<file path="config.mk">
export PLATFORM = sky130hd
export DESIGN_NAME = score_tracker
export DESIGN_NICKNAME = d
export VERILOG_FILES = /design/src/rtl/score_pkg.sv /design/src/rtl/score_bcd_conv.sv /design/src/rtl/score_tracker.sv
export SDC_FILE = /design/constraint.sdc
export NUM_CORES = 1
export LEC_CHECK = 0
export CORE_UTILIZATION = 60
export CTS_BUF_LIST = sky130_fd_sc_hd__clkbuf_16
export DETAILED_ROUTE_END_ITERATION = 10
export GPL_ROUTABILITY_DRIVEN = 0
export HOLD_SLACK_MARGIN = 0.1
export PLACE_DENSITY = 0.79
export RECOVER_POWER = 100
export SYNTH_ARGS = -nofsm -noshare
export SYNTH_HDL_FRONTEND = slang
export SYNTH_HIERARCHICAL = 1
export SYNTH_SLANG_ARGS = --single-unit
export TNS_END_PERCENT = 1
</file>
<file path="constraint.sdc">
create_clock -name Clock -period 8.9 [get_ports Clock]
set_clock_uncertainty 0.15 [all_clocks]
set_input_delay 1.78 -clock Clock [delete_from_list [all_inputs] [get_ports Clock]]
set_output_delay 1.78 -clock Clock [all_outputs]
set_load 0.1 [all_outputs]
</file>
<file path="src/rtl/score_pkg.sv">
// -----------------------------------------------------------------------------
// score_pkg
//   Shared definitions for the score_tracker block.
//   - state_t     : state encoding visible on score_tracker.state_o
//   - tick_div    : clock cycles per score tick
//   - sat_add     : unsigned add that clamps at the all-ones value of a width
//   - bcd_digits  : decimal digits needed to show a w-bit unsigned value
// -----------------------------------------------------------------------------
package score_pkg;

    typedef enum logic [2:0] {
        ST_IDLE   = 3'd0,
        ST_RUN    = 3'd1,
        ST_PAUSE  = 3'd2,
        ST_COMMIT = 3'd3
    } state_t;

    function automatic int tick_div(input int clk_hz, input int tick_hz);
        return clk_hz / tick_hz;
    endfunction

    // Operands are zero-extended to 33 bits so the carry out is never lost;
    // valid for widths up to 32.
    function automatic logic [31:0] sat_add(input logic [31:0] a,
                                            input logic [31:0] b,
                                            input int          w);
        logic [32:0] sum;
        logic [32:0] max_val;
        sum     = {1'b0, a} + {1'b0, b};
        max_val = (33'd1 << w) - 33'd1;
        return (sum > max_val) ? max_val[31:0] : sum[31:0];
    endfunction

    // ceil(w * log10(2)) with log10(2) taken as 0.302.
    function automatic int bcd_digits(input int w);
        return (w * 302 + 999) / 1000;
    endfunction

endpackage

</file>
<file path="src/rtl/score_bcd_conv.sv">
// -----------------------------------------------------------------------------
// score_bcd_conv
//   Iterative double-dabble binary-to-BCD converter. A new conversion starts
//   whenever bin_i differs from the value last captured; the result appears
//   W+1 cycles after the last change of bin_i.
//
// Ports
//   Clock    in   system clock
//   reset    in   synchronous, active-low reset
//   bin_i    in   W-bit binary value to convert
//   bcd_o    out  packed BCD digits, least significant digit in bits [3:0]
//   valid_o  out  high when bcd_o matches the current bin_i
// -----------------------------------------------------------------------------
module score_bcd_conv
    import score_pkg::*;
#(
    parameter int W = 16
) (
    input  logic                         Clock,
    input  logic                         reset,
    input  logic [W-1:0]                 bin_i,
    output logic [4*bcd_digits(W)-1:0]   bcd_o,
    output logic                         valid_o
);

    localparam int DIGITS = bcd_digits(W);
    localparam int BW     = 4 * DIGITS;
    localparam int CW     = $clog2(W + 1);

    logic [W-1:0]    bin_q;
    logic [W-1:0]    last_q;
    logic [BW-1:0]   bcd_q;
    logic [BW-1:0]   bcd_adj;
    logic [BW+W-1:0] shifted;
    logic [CW-1:0]   cnt_q;
    logic            busy_q;

    // Add 3 to every digit that is 5 or more before the shift doubles it.
    always_comb begin
        bcd_adj = bcd_q;
        for (int d = 0; d < DIGITS; d++) begin
            if (bcd_q[4*d +: 4] >= 4'd5) begin
                bcd_adj[4*d +: 4] = bcd_q[4*d +: 4] + 4'd3;
            end
        end
    end

    assign shifted = {bcd_adj, bin_q} << 1;

    always_ff @(posedge Clock) begin
        if (!reset) begin
            bin_q   <= '0;
            last_q  <= '0;
            bcd_q   <= '0;
            cnt_q   <= '0;
            busy_q  <= 1'b0;
            bcd_o   <= '0;
            valid_o <= 1'b0;
        end else if ((bin_i != last_q) || (!busy_q && !valid_o)) begin
            // The second term kicks off the first conversion after reset.
            last_q  <= bin_i;
            bin_q   <= bin_i;
            bcd_q   <= '0;
            cnt_q   <= CW'(W);
            busy_q  <= 1'b1;
            valid_o <= 1'b0;
        end else if (busy_q) begin
            bcd_q <= shifted[BW+W-1:W];
            bin_q <= shifted[W-1:0];
            cnt_q <= cnt_q - CW'(1);
            if (cnt_q == CW'(1)) begin
                busy_q  <= 1'b0;
                valid_o <= 1'b1;
                bcd_o   <= shifted[BW+W-1:W];
            end
        end
    end

endmodule

</file>
<file path="src/rtl/score_tracker.sv">
// -----------------------------------------------------------------------------
// score_tracker
//   Game score engine. While a run is active the score rises by one every
//   TICK_DIV clocks plus any bonus amounts, saturating at all-ones. When the
//   run is lost the final score goes into a HIST_DEPTH-entry ring history
//   and, through a one-step-per-cycle insertion walk, into a sorted top-HS_N
//   table. The commit takes HS_N+1 cycles.
//
// Ports
//   Clock           in   system clock
//   reset           in   synchronous, active-low reset
//   start_i         in   pulse, begin a run (IDLE only)
//   pause_i         in   level, freeze scoring while high
//   lose_i          in   pulse, end the run (RUN/PAUSE)
//   bonus_i         in   pulse, add bonus_amt_i (RUN only)
//   bonus_amt_i     in   8-bit bonus value
//   score_o         out  live score; holds the committed value until next start
//   state_o         out  IDLE=0 RUN=1 PAUSE=2 COMMIT=3
//   hist_rd_addr_i  in   history read address, 0 = most recent run
//   hist_rd_data_o  out  history read data, one cycle after the address
//   hist_count_o    out  number of valid history entries
//   hs_rd_idx_i     in   high-score index, 0 = best
//   hs_rd_data_o    out  high-score read data, combinational
//   commit_done_o   out  one-cycle pulse as the commit finishes
//   new_hs_o        out  one-cycle pulse with commit_done_o when the run beat
//                        the previous best
//   score_bcd_o     out  BCD copy of score_o        (SCORE_BCD_EN only)
//   bcd_valid_o     out  score_bcd_o is up to date  (SCORE_BCD_EN only)
//
// Build option
//   SCORE_BCD_EN : when defined, adds the BCD outputs and the converter.
// -----------------------------------------------------------------------------
module score_tracker
    import score_pkg::*;
#(
    parameter int CLOCK_FREQUENCY = 25000000,
    parameter int TICK_HZ         = 10,
    parameter int SCORE_W         = 16,
    parameter int HIST_DEPTH      = 16,
    parameter int HS_N            = 4
) (
    input  logic                          Clock,
    input  logic                          reset,
    input  logic                          start_i,
    input  logic                          pause_i,
    input  logic                          lose_i,
    input  logic                          bonus_i,
    input  logic [7:0]                    bonus_amt_i,
    output logic [SCORE_W-1:0]            score_o,
    output logic [2:0]                    state_o,
    input  logic [$clog2(HIST_DEPTH)-1:0] hist_rd_addr_i,
    output logic [SCORE_W-1:0]            hist_rd_data_o,
    output logic [$clog2(HIST_DEPTH):0]   hist_count_o,
    input  logic [$clog2(HS_N)-1:0]       hs_rd_idx_i,
    output logic [SCORE_W-1:0]            hs_rd_data_o,
`ifdef SCORE_BCD_EN
    output logic [4*bcd_digits(SCORE_W)-1:0] score_bcd_o,
    output logic                          bcd_valid_o,
`endif
    output logic                          commit_done_o,
    output logic                          new_hs_o
);

    localparam int TICK_DIV = tick_div(CLOCK_FREQUENCY, TICK_HZ);
    localparam int PW       = $clog2(TICK_DIV);
    localparam int HA_W     = $clog2(HIST_DEPTH);
    localparam int HI_W     = $clog2(HS_N);
    localparam logic [PW-1:0]   PRESC_RELOAD = PW'(TICK_DIV - 1);
    localparam logic [HI_W-1:0] K_TOP        = HI_W'(HS_N - 1);

    state_t              state_q;
    state_t              state_d;
    logic [PW-1:0]       presc_q;
    logic [SCORE_W-1:0]  score_q;
    logic [SCORE_W-1:0]  score_sum;
    logic [8:0]          add_amt;
    logic                tick;

    // Commit walk: c0_q marks the first commit cycle, k_q is the cursor.
    logic                c0_q;
    logic [HI_W-1:0]     k_q;
    logic [HI_W-1:0]     k_next;
    logic                placed_q;
    logic                walk_last;

    logic [SCORE_W-1:0]  hist_mem [HIST_DEPTH];
    logic [HA_W-1:0]     wr_ptr_q;
    logic [HA_W:0]       hist_cnt_q;
    logic [HA_W-1:0]     rd_slot;
    logic [SCORE_W-1:0]  hist_rd_q;

    logic [SCORE_W-1:0]  hs_tab [HS_N];
    logic                commit_done_q;
    logic                new_hs_q;

    assign tick      = (presc_q == '0);
    assign add_amt   = {8'd0, tick} + (bonus_i ? {1'b0, bonus_amt_i} : 9'd0);
    assign score_sum = SCORE_W'(sat_add(32'(score_q), 32'(add_amt), SCORE_W));
    assign walk_last = (state_q == ST_COMMIT) && !c0_q && (k_q == '0);
    assign k_next    = k_q + HI_W'(1);
    assign rd_slot   = wr_ptr_q - HA_W'(1) - hist_rd_addr_i;

    // ------------------------------------------------------------------ FSM
    always_ff @(posedge Clock) begin
        // NOTE: clocked state uses non-blocking (<=) so every register samples
        // pre-edge values; blocking here would create order-dependent races.
        if (!reset) state_q <= ST_IDLE;
        else        state_q <= state_d;
    end

    always_comb begin
        // NOTE: default assigned first so no path leaves state_d unassigned,
        // which would otherwise infer a latch.
        state_d = state_q;
        case (state_q)
            ST_IDLE:   if (start_i) state_d = ST_RUN;
            ST_RUN: begin
                if (lose_i)       state_d = ST_COMMIT;
                else if (pause_i) state_d = ST_PAUSE;
            end
            ST_PAUSE: begin
                if (lose_i)        state_d = ST_COMMIT;
                else if (!pause_i) state_d = ST_RUN;
            end
            ST_COMMIT: if (walk_last) state_d = ST_IDLE;
            default:   state_d = ST_IDLE;
        endcase
    end

    // ------------------------------------------------ score and prescaler
    always_ff @(posedge Clock) begin
        if (!reset) begin
            score_q <= '0;
            presc_q <= PRESC_RELOAD;
        end else begin
            case (state_q)
                ST_IDLE: begin
                    if (start_i) begin
                        score_q <= '0;
                        presc_q <= PRESC_RELOAD;
                    end
                end
                ST_RUN: begin
                    // lose_i freezes the score at its pre-edge value.
                    if (!lose_i) begin
                        presc_q <= tick ? PRESC_RELOAD : presc_q - PW'(1);
                        score_q <= score_sum;
                    end
                end
                default: ;
            endcase
        end
    end

    // ------------------------------------- commit: history and high scores
    always_ff @(posedge Clock) begin
        if (!reset) begin
            // NOTE: history and high-score tables are register arrays, not
            // RAM macros, precisely so that reset can clear every entry.
            hist_mem      <= '{default: '0};
            hs_tab        <= '{default: '0};
            wr_ptr_q      <= '0;
            hist_cnt_q    <= '0;
            c0_q          <= 1'b1;
            k_q           <= '0;
            placed_q      <= 1'b0;
            commit_done_q <= 1'b0;
            new_hs_q      <= 1'b0;
        end else begin
            commit_done_q <= 1'b0;
            new_hs_q      <= 1'b0;
            if (state_q != ST_COMMIT) begin
                c0_q <= 1'b1;
            end else if (c0_q) begin
                hist_mem[wr_ptr_q] <= score_q;
                wr_ptr_q           <= wr_ptr_q + HA_W'(1);
                if (hist_cnt_q != (HA_W+1)'(HIST_DEPTH)) begin
                    hist_cnt_q <= hist_cnt_q + (HA_W+1)'(1);
                end
                k_q      <= K_TOP;
                placed_q <= 1'b0;
                c0_q     <= 1'b0;
            end else begin
                // Walk from the bottom up; a strictly greater score pushes the
                // entry at k down one slot, so equal scores keep older ranks.
                if (!placed_q) begin
                    if (score_q > hs_tab[k_q]) begin
                        if (k_q != K_TOP) hs_tab[k_next] <= hs_tab[k_q];
                        if (k_q == '0)    hs_tab[0]      <= score_q;
                    end else begin
                        if (k_q != K_TOP) hs_tab[k_next] <= score_q;
                        placed_q <= 1'b1;
                    end
                end
                k_q <= k_q - HI_W'(1);
                if (k_q == '0) begin
                    commit_done_q <= 1'b1;
                    // hs_tab[0] is only rewritten on this same edge, so this
                    // still compares against the pre-commit best.
                    new_hs_q      <= (score_q > hs_tab[0]);
                end
            end
        end
    end

    always_ff @(posedge Clock) begin
        if (!reset) hist_rd_q <= '0;
        else        hist_rd_q <= hist_mem[rd_slot];
    end

    always_comb begin
        hs_rd_data_o = '0;
        if (32'(hs_rd_idx_i) < HS_N) hs_rd_data_o = hs_tab[hs_rd_idx_i];
    end

    assign score_o        = score_q;
    assign state_o        = state_q;
    assign hist_rd_data_o = hist_rd_q;
    assign hist_count_o   = hist_cnt_q;
    assign commit_done_o  = commit_done_q;
    assign new_hs_o       = new_hs_q;

`ifdef SCORE_BCD_EN
    score_bcd_conv #(
        .W (SCORE_W)
    ) u_bcd (
        .Clock   (Clock),
        .reset   (reset),
        .bin_i   (score_q),
        .bcd_o   (score_bcd_o),
        .valid_o (bcd_valid_o)
    );
`endif

endmodule
</file>
==> results of run 1 <==
-- how the worst max path moves through the flow --
stage                              start                             to  slack [ns]  cells past startpoint
after floorplan           hs_rd_idx_i[0]               hs_rd_data_o[10]        3.67                      3
after global placement    hs_rd_idx_i[0]               hs_rd_data_o[11]        2.43                      3
after detailed placement  hs_rd_idx_i[0]                hs_rd_data_o[1]        2.34                      3
after CTS                 hs_rd_idx_i[0]                hs_rd_data_o[1]        2.34                      3
after global routing               reset  hist_rd_data_o[12]$_SDFF_PN0_        1.65                      5
final                              reset   hist_rd_data_o[2]$_SDFF_PN0_        2.04                      5
-- state kept, by name, indices dropped and copies added, names as in the netlist, 2 cells and up --
| register | flops |
|---|---|
| hist_count_o | 5 |
| hist_mem | 256 |
| hist_rd_data_o | 16 |
| hs_tab | 64 |
| k_q | 2 |
| presc_q | 22 |
| score_o | 16 |
| state_o | 2 |
| wr_ptr_q | 4 |
-- per-stage QoR --
stage / power [uW] / worst slack [ns] / util (%)
after CTS: 3820 / 2.34 / 68.5
after global routing: 3920 / 1.65 / 68.3
final: 3820 / 2.04 / 68.3
after global placement: 2150 / 2.43 / 64.4
after detailed placement: 2150 / 2.34 / 64.4
after floorplan: 2080 / 3.67 / -
-- critical path, delay by kind of cell --
family,cells,cell delay (ns)
buffers and inverters,4,4.65
AOI/OAI and AO/OA,1,0.61
-- final cells by class --
| cell class | count | area, sq um | area share, % |
|---|---|---|---|
| timing repair buffer | 124 | 1100 | 5.03 |
| clock buffer | 41 | 1030 | 4.70 |
| clock inverter | 33 | 283 | 1.30 |
| tap | 435 | 544 | 2.49 |
| sequential | 391 | 7830 | 35.9 |
| multi-input combinational | 1685 | 10800 | 49.7 |
| inverter | 53 | 206 | 0.946 |
-- logic make-up (layout without fill, tap and decap cells) --
kind of cell	count (synthesis)	count (layout)
buf+inv	250	251
fa+ha+maj	58	58
xor+xnor	31	31
other cells	1	1
compound gates	594	594
mux	129	129
flops	391	391
simple gates	872	872
-- power breakdown --
part / internal [uW] / total [uW] / leakage (uW) / switching [uW]
registers: 1760 / 1770 / 0.00315 / 10.4
clock network: 983 / 1700 / 0.000661 / 714
logic: 102 / 350 / 0.00367 / 248
total: 2840 / 3820 / 0.00748 / 972
-- cells in the final DEF, fill, tap and decap left out, drive strengths merged, types with 7 or more instances in the layout --
cell,netlist,layout
a211oi,45,45
a21o,13,13
a21oi,328,328
a31oi,31,31
a41oi,46,46
and2,35,35
and4,14,14
buf,46,44
clkbuf,151,46
clkdlybuf4s50,0,18
clkinv,2,18
dfxtp,391,391
dlygate4sd3,0,57
ha,55,55
inv,51,61
mux2i,32,32
mux4,92,92
nand2,632,632
nand2b,11,11
nand3,25,25
nand4,20,20
nor2,66,66
nor2b,8,8
nor3,20,20
o21ai,77,77
o2bb2ai,7,7
o32ai,12,12
or4,7,7
xnor2,17,17
xor2,14,14
-- layer usage --
layer	vias up	wire length [microns]
li1	8140	-
met1	8533	22700
met2	1115	27000
met3	187	7130
met4	2	2270
met5	-	11
==> reports/metrics.cfg, run 1 <==
[worst_hold_path]
hold_path_end = hist_mem[95]$_SDFFE_PN0P_
hold_depth = 2
min_path_type = reg -> reg
min-delay-start = hist_mem[95]$_SDFFE_PN0P_

[clock_network]
htreeDepth = 2
cts_post_setup_buffers_inserted = 0
clock-sinks = 391
clkTransAtPathRegs_ns = 0.06
root_buffer = clkbuf_16
cts_tree = yes
clock_latency_ns = 0.54
holdBufCountCts = 0
cts_max_path_buffers = 3
numCtsBuffers = 41
cts_resized = 0

[logic_synthesis]
synth_compound_area_share_pct = 18.1
ys_ff_latch = 391
synth_xor_xnor_area_share_pct = 1.38
yosys.cell_count.top_type = nand2_1
synth_area_sq_um = 19700
yosys.area_share.simple_pct = 19.3
syn_nets = 2404
synth_top_cell_by_area = dfxtp_1
yosysWarnings = 6
synth_cells = 2326
synth_mux_area_share_pct = 12.4
synth-main-ff-cell = dfxtp_1
synth-adder-area-share_pct = 3.80
yosysSeqAreaShare_pct = 39.7
synth_edf_count = 0
synth_common_cells = nand2_1, dfxtp_1, a21oi_1, clkbuf_1, mux4_2
yosysUniqueCellTypes = 77
synth_top_family_by_area = simple AND/OR/NAND/NOR gates
synth_top_area_share_pct = 39.7
synthArstFlopShare_pct = 0
synthTopCellsByArea = dfxtp_1, nand2_1, mux4_2, a21oi_1, ha_1
syn_area_per_cell_sq_um = 8.47

[global_route]
grt_max_degree = 156
gr-usage-met2_pct = 55.7
met3_usage_pct = 7.96
top_usage_layer = met2
use_met1_pct = 45.8
antenna_found_initial = 1
globalRoute.totalOverflow = 0
grt_pass1_wl_microns = 92400
track_usage_pct = 35.0
grt_pass1_vias = 17000

[pwr]
irDropWorstVdd_mv = 0.163
p_leak_uw = 0.00748
p_per_area_nw_per_um2 = 175

[setup_path]
critPathMostFrequentCell = clkbuf_1
arrival_ns = 7.12
cp_slowest_cell = clkbuf_1
cp-end-kind = register
timing.rr.start = k_q[0]$_SDFFE_PN0N_
cp_max_fo = 155
required_ns = 9.15
crit_chain = buf_2, clkbuf_1, inv_8, clkbuf_1, a211oi_1
regToRegEndpoint = hs_tab[51]$_SDFFE_PN0P_
critPathMaxStageDelay_ns = 2.21
r2r_cells = 11
path_class = in -> reg
rrSetupSlack_ns = 2.27
critPathLaunchType = input pin

[final_layout]
n_fill_cell = 2493
nNetsFinal = 2374
drive_gt1_share_pct = 9.50
n_antenna_cell = 0
area_growth_syn_to_layout_pct = 10.8
fin_cells = 2762
finalInstanceArea_sq_um = 21800

[die]
ios = 78
core_area_sq_um = 32000
die-height_microns = 183
fp.dieW_microns = 183
die_area_sq_um = 33600
fp-row-count = 65
start_util_pct = 61.6

[placement]
placed_area_sq_um = 20600
place_hpwl_microns = 36500
io_buffer_count = 76
dp_cells = 2688

[timing]
min_period_ns = 6.86
slew_viol_final = 276
fin_hold_ws_ns = 0.301
period_share_pct = 77.1
worst_pin_slew_ns = 3.33
finalHoldViolations = 0
rsz0062_at_grt = false
relSlewSlack_pct = -122
final.setup.tns_ns = 0
clock.fmax_mhz = 146
finalSetupViolCount = 0

[outcome]
status = finished, violations left
violations = max-capacitance violations, max-slew violations

[route]
drc = 0
firstDrtPassIters = 6
routed_wl_microns = 59100
drt_iter0_markers = 2291
viasPerCell = 6.51
num_vias = 18000
ant_nets = 0
wire_per_inst_microns = 21.4

[job]
cap_violations = 5

No activity file was read; power rests on OpenSTA's default activity.
==> inputs of run 2 (changes only) <==
==> constraint.sdc (replaced) <==
create_clock -name Clock -period 6.6 [get_ports Clock]
set_clock_uncertainty 0.15 [all_clocks]
set_input_delay 1.32 -clock Clock [delete_from_list [all_inputs] [get_ports Clock]]
set_output_delay 1.32 -clock Clock [all_outputs]
set_load 0.1 [all_outputs]
==> reports/metrics.cfg, run 2 (same netlist as run 1, synthesis figures left out) <==
[timing]
final.setup.tns_ns = 0
fin_hold_ws_ns = 0.299
finalSetupViolCount = 0
rsz0062_at_grt = false
worst_pin_slew_ns = 3.09
min_period_ns = 5.71
clock.fmax_mhz = 175
finalHoldViolations = 0
slew_viol_final = 94
period_share_pct = 86.5
relSlewSlack_pct = -106

[route]
ant_nets = 0
routed_wl_microns = 59800
wire_per_inst_microns = 21.7
num_vias = 18000
viasPerCell = 6.54
drt_iter0_markers = 2189
firstDrtPassIters = 5
drc = 0

[final_layout]
layout_common_cells = nand2_1, dfxtp_1, a21oi_1, mux4_2, o21ai_0
largest_reg_flops = 256
n_antenna_cell = 0
finalInstanceArea_sq_um = 21800
largestRegisters = hist_mem x256, hs_tab x64, presc_q x22
regMostFlops = hist_mem
final_common_cell = nand2_1
n_fill_cell = 2507
nNetsFinal = 2370
area_growth_syn_to_layout_pct = 10.7
drive_gt1_share_pct = 9.82
fin_cells = 2756

[worst_hold_path]
min_path_type = reg -> reg

[placement]
dp_cells = 2683
placed_area_sq_um = 20600
place_hpwl_microns = 37000
io_buffer_count = 76

[outcome]
status = finished, violations left
violations = max-capacitance violations, max-slew violations

[pwr]
irDropWorstVdd_mv = 0.170
pwr-share-seq_pct = 47.0
p_int_uw = 3770
p_sw_uw = 1320
p_per_area_nw_per_um2 = 233
switching_share_pct = 25.9
p_leak_uw = 0.00746
clock_power_share_pct = 43.8
p_comb_share_pct = 9.2

[clock_network]
cts_max_path_buffers = 3
cts_post_setup_buffers_inserted = 0
cts_resized = 0
htreeDepth = 2
clock_latency_ns = 0.56
clkTransAtPathRegs_ns = 0.06
cts_tree = yes
clock-sinks = 391
holdBufCountCts = 0
numCtsBuffers = 42
root_buffer = clkbuf_16

[setup_path]
critPathMaxStageDelay_ns = 1.74
critPathLaunchType = register
cp_slowest_cell = nor3_1
path_class = reg -> reg
cp_num_buf_inv = 2
cp-end-kind = register
crit_chain = mux4_2, inv_1, ha_1, nand4_1, or2_2, nor3_1, buf_4, nor2_1, a21oi_1, a41oi_1
path_delay_family = simple AND/OR/NAND/NOR gates
rrSetupSlack_ns = 0.89
arrival_ns = 5.91
required_ns = 6.80
cp_max_fo = 38

[global_route]
antenna_found_initial = 0
globalRoute.totalOverflow = 0
grt_max_degree = 129
grt_pass1_vias = 17500
grt_pass1_wl_microns = 93900
track_usage_pct = 35.6

[die]
die-height_microns = 183
fp-row-count = 65
die_area_sq_um = 33600
fp.dieW_microns = 183
core_area_sq_um = 32000
start_util_pct = 61.6
ios = 78

[job]
cap_violations = 2

run 2: cell count changes in the layout (fill, tap and decap cells not counted), sizes merged:
| cell | before | now |
|---|---|---|
| buf | 44 | 42 |
| bufinv | 5 | 2 |
| clkbuf | 46 | 45 |
| clkinvlp | 2 | 1 |
| inv | 61 | 62 |
run 2: path summary, 6_finish.rpt:
path,start,to,depth (start not counted)
max,k_q[1]$_SDFFE_PN0N_,hs_tab[15]$_SDFFE_PN0P_,10
min,hist_mem[14]$_SDFFE_PN0P_,hist_mem[14]$_SDFFE_PN0P_,2
max reg2reg,k_q[1]$_SDFFE_PN0N_,hs_tab[15]$_SDFFE_PN0P_,10
min reg2reg,hist_mem[14]$_SDFFE_PN0P_,hist_mem[14]$_SDFFE_PN0P_,2
run 2: layout make-up:
type                            instances  area [sq um]  share of cell area, %
Sequential cell                       391          7830                   35.9
Multi-Input combinational cell       1685         10900                   49.9
Clock buffer                           43          1080                   4.93
Tap cell                              435           544                   2.50
Timing Repair Buffer                  119          1070                   4.92
Clock inverter                         30           205                  0.941
Inverter                               53           206                  0.947
run 2: through the flow:
step           setup WS, ns  util [%]  power, uW
6_report              0.894      68.2       5090
5_1_grt               0.655      68.2       5230
4_1_cts                1.31      68.4       5090
3_5_place_dp           1.30      64.3       2900
3_3_place_gp           1.44      64.3       2900
2_1_floorplan          2.29         -       2800
run 2: tightest hold or removal path, delay by kind of cell, from the launching register on:
| kind | cells | cell delay [ns] |
|---|---|---|
| AO/OA/AOI/OAI | 1 | 0.05 |
| flip-flops | 1 | 0.30 |
| AND/OR/NAND/NOR | 1 | 0.05 |
run 2: power by group through the flow:
stage          Clock, uW  Combinational (uW)  Sequential [uW]
2_1_floorplan          0                 315             2490
3_3_place_gp           0                 455             2440
3_5_place_dp           0                 463             2440
4_1_cts             2240                 463             2390
5_1_grt             2350                 493             2390
6_report            2230                 467             2390
run 2: layer usage:
layer	track usage (%)	vias up	share of wire, %
li1	-	8110	-
met1	45.2	8592	38
met2	56.5	1110	45
met3	9.11	224	12
met4	17.5	0	4.9
met5	0	-	0
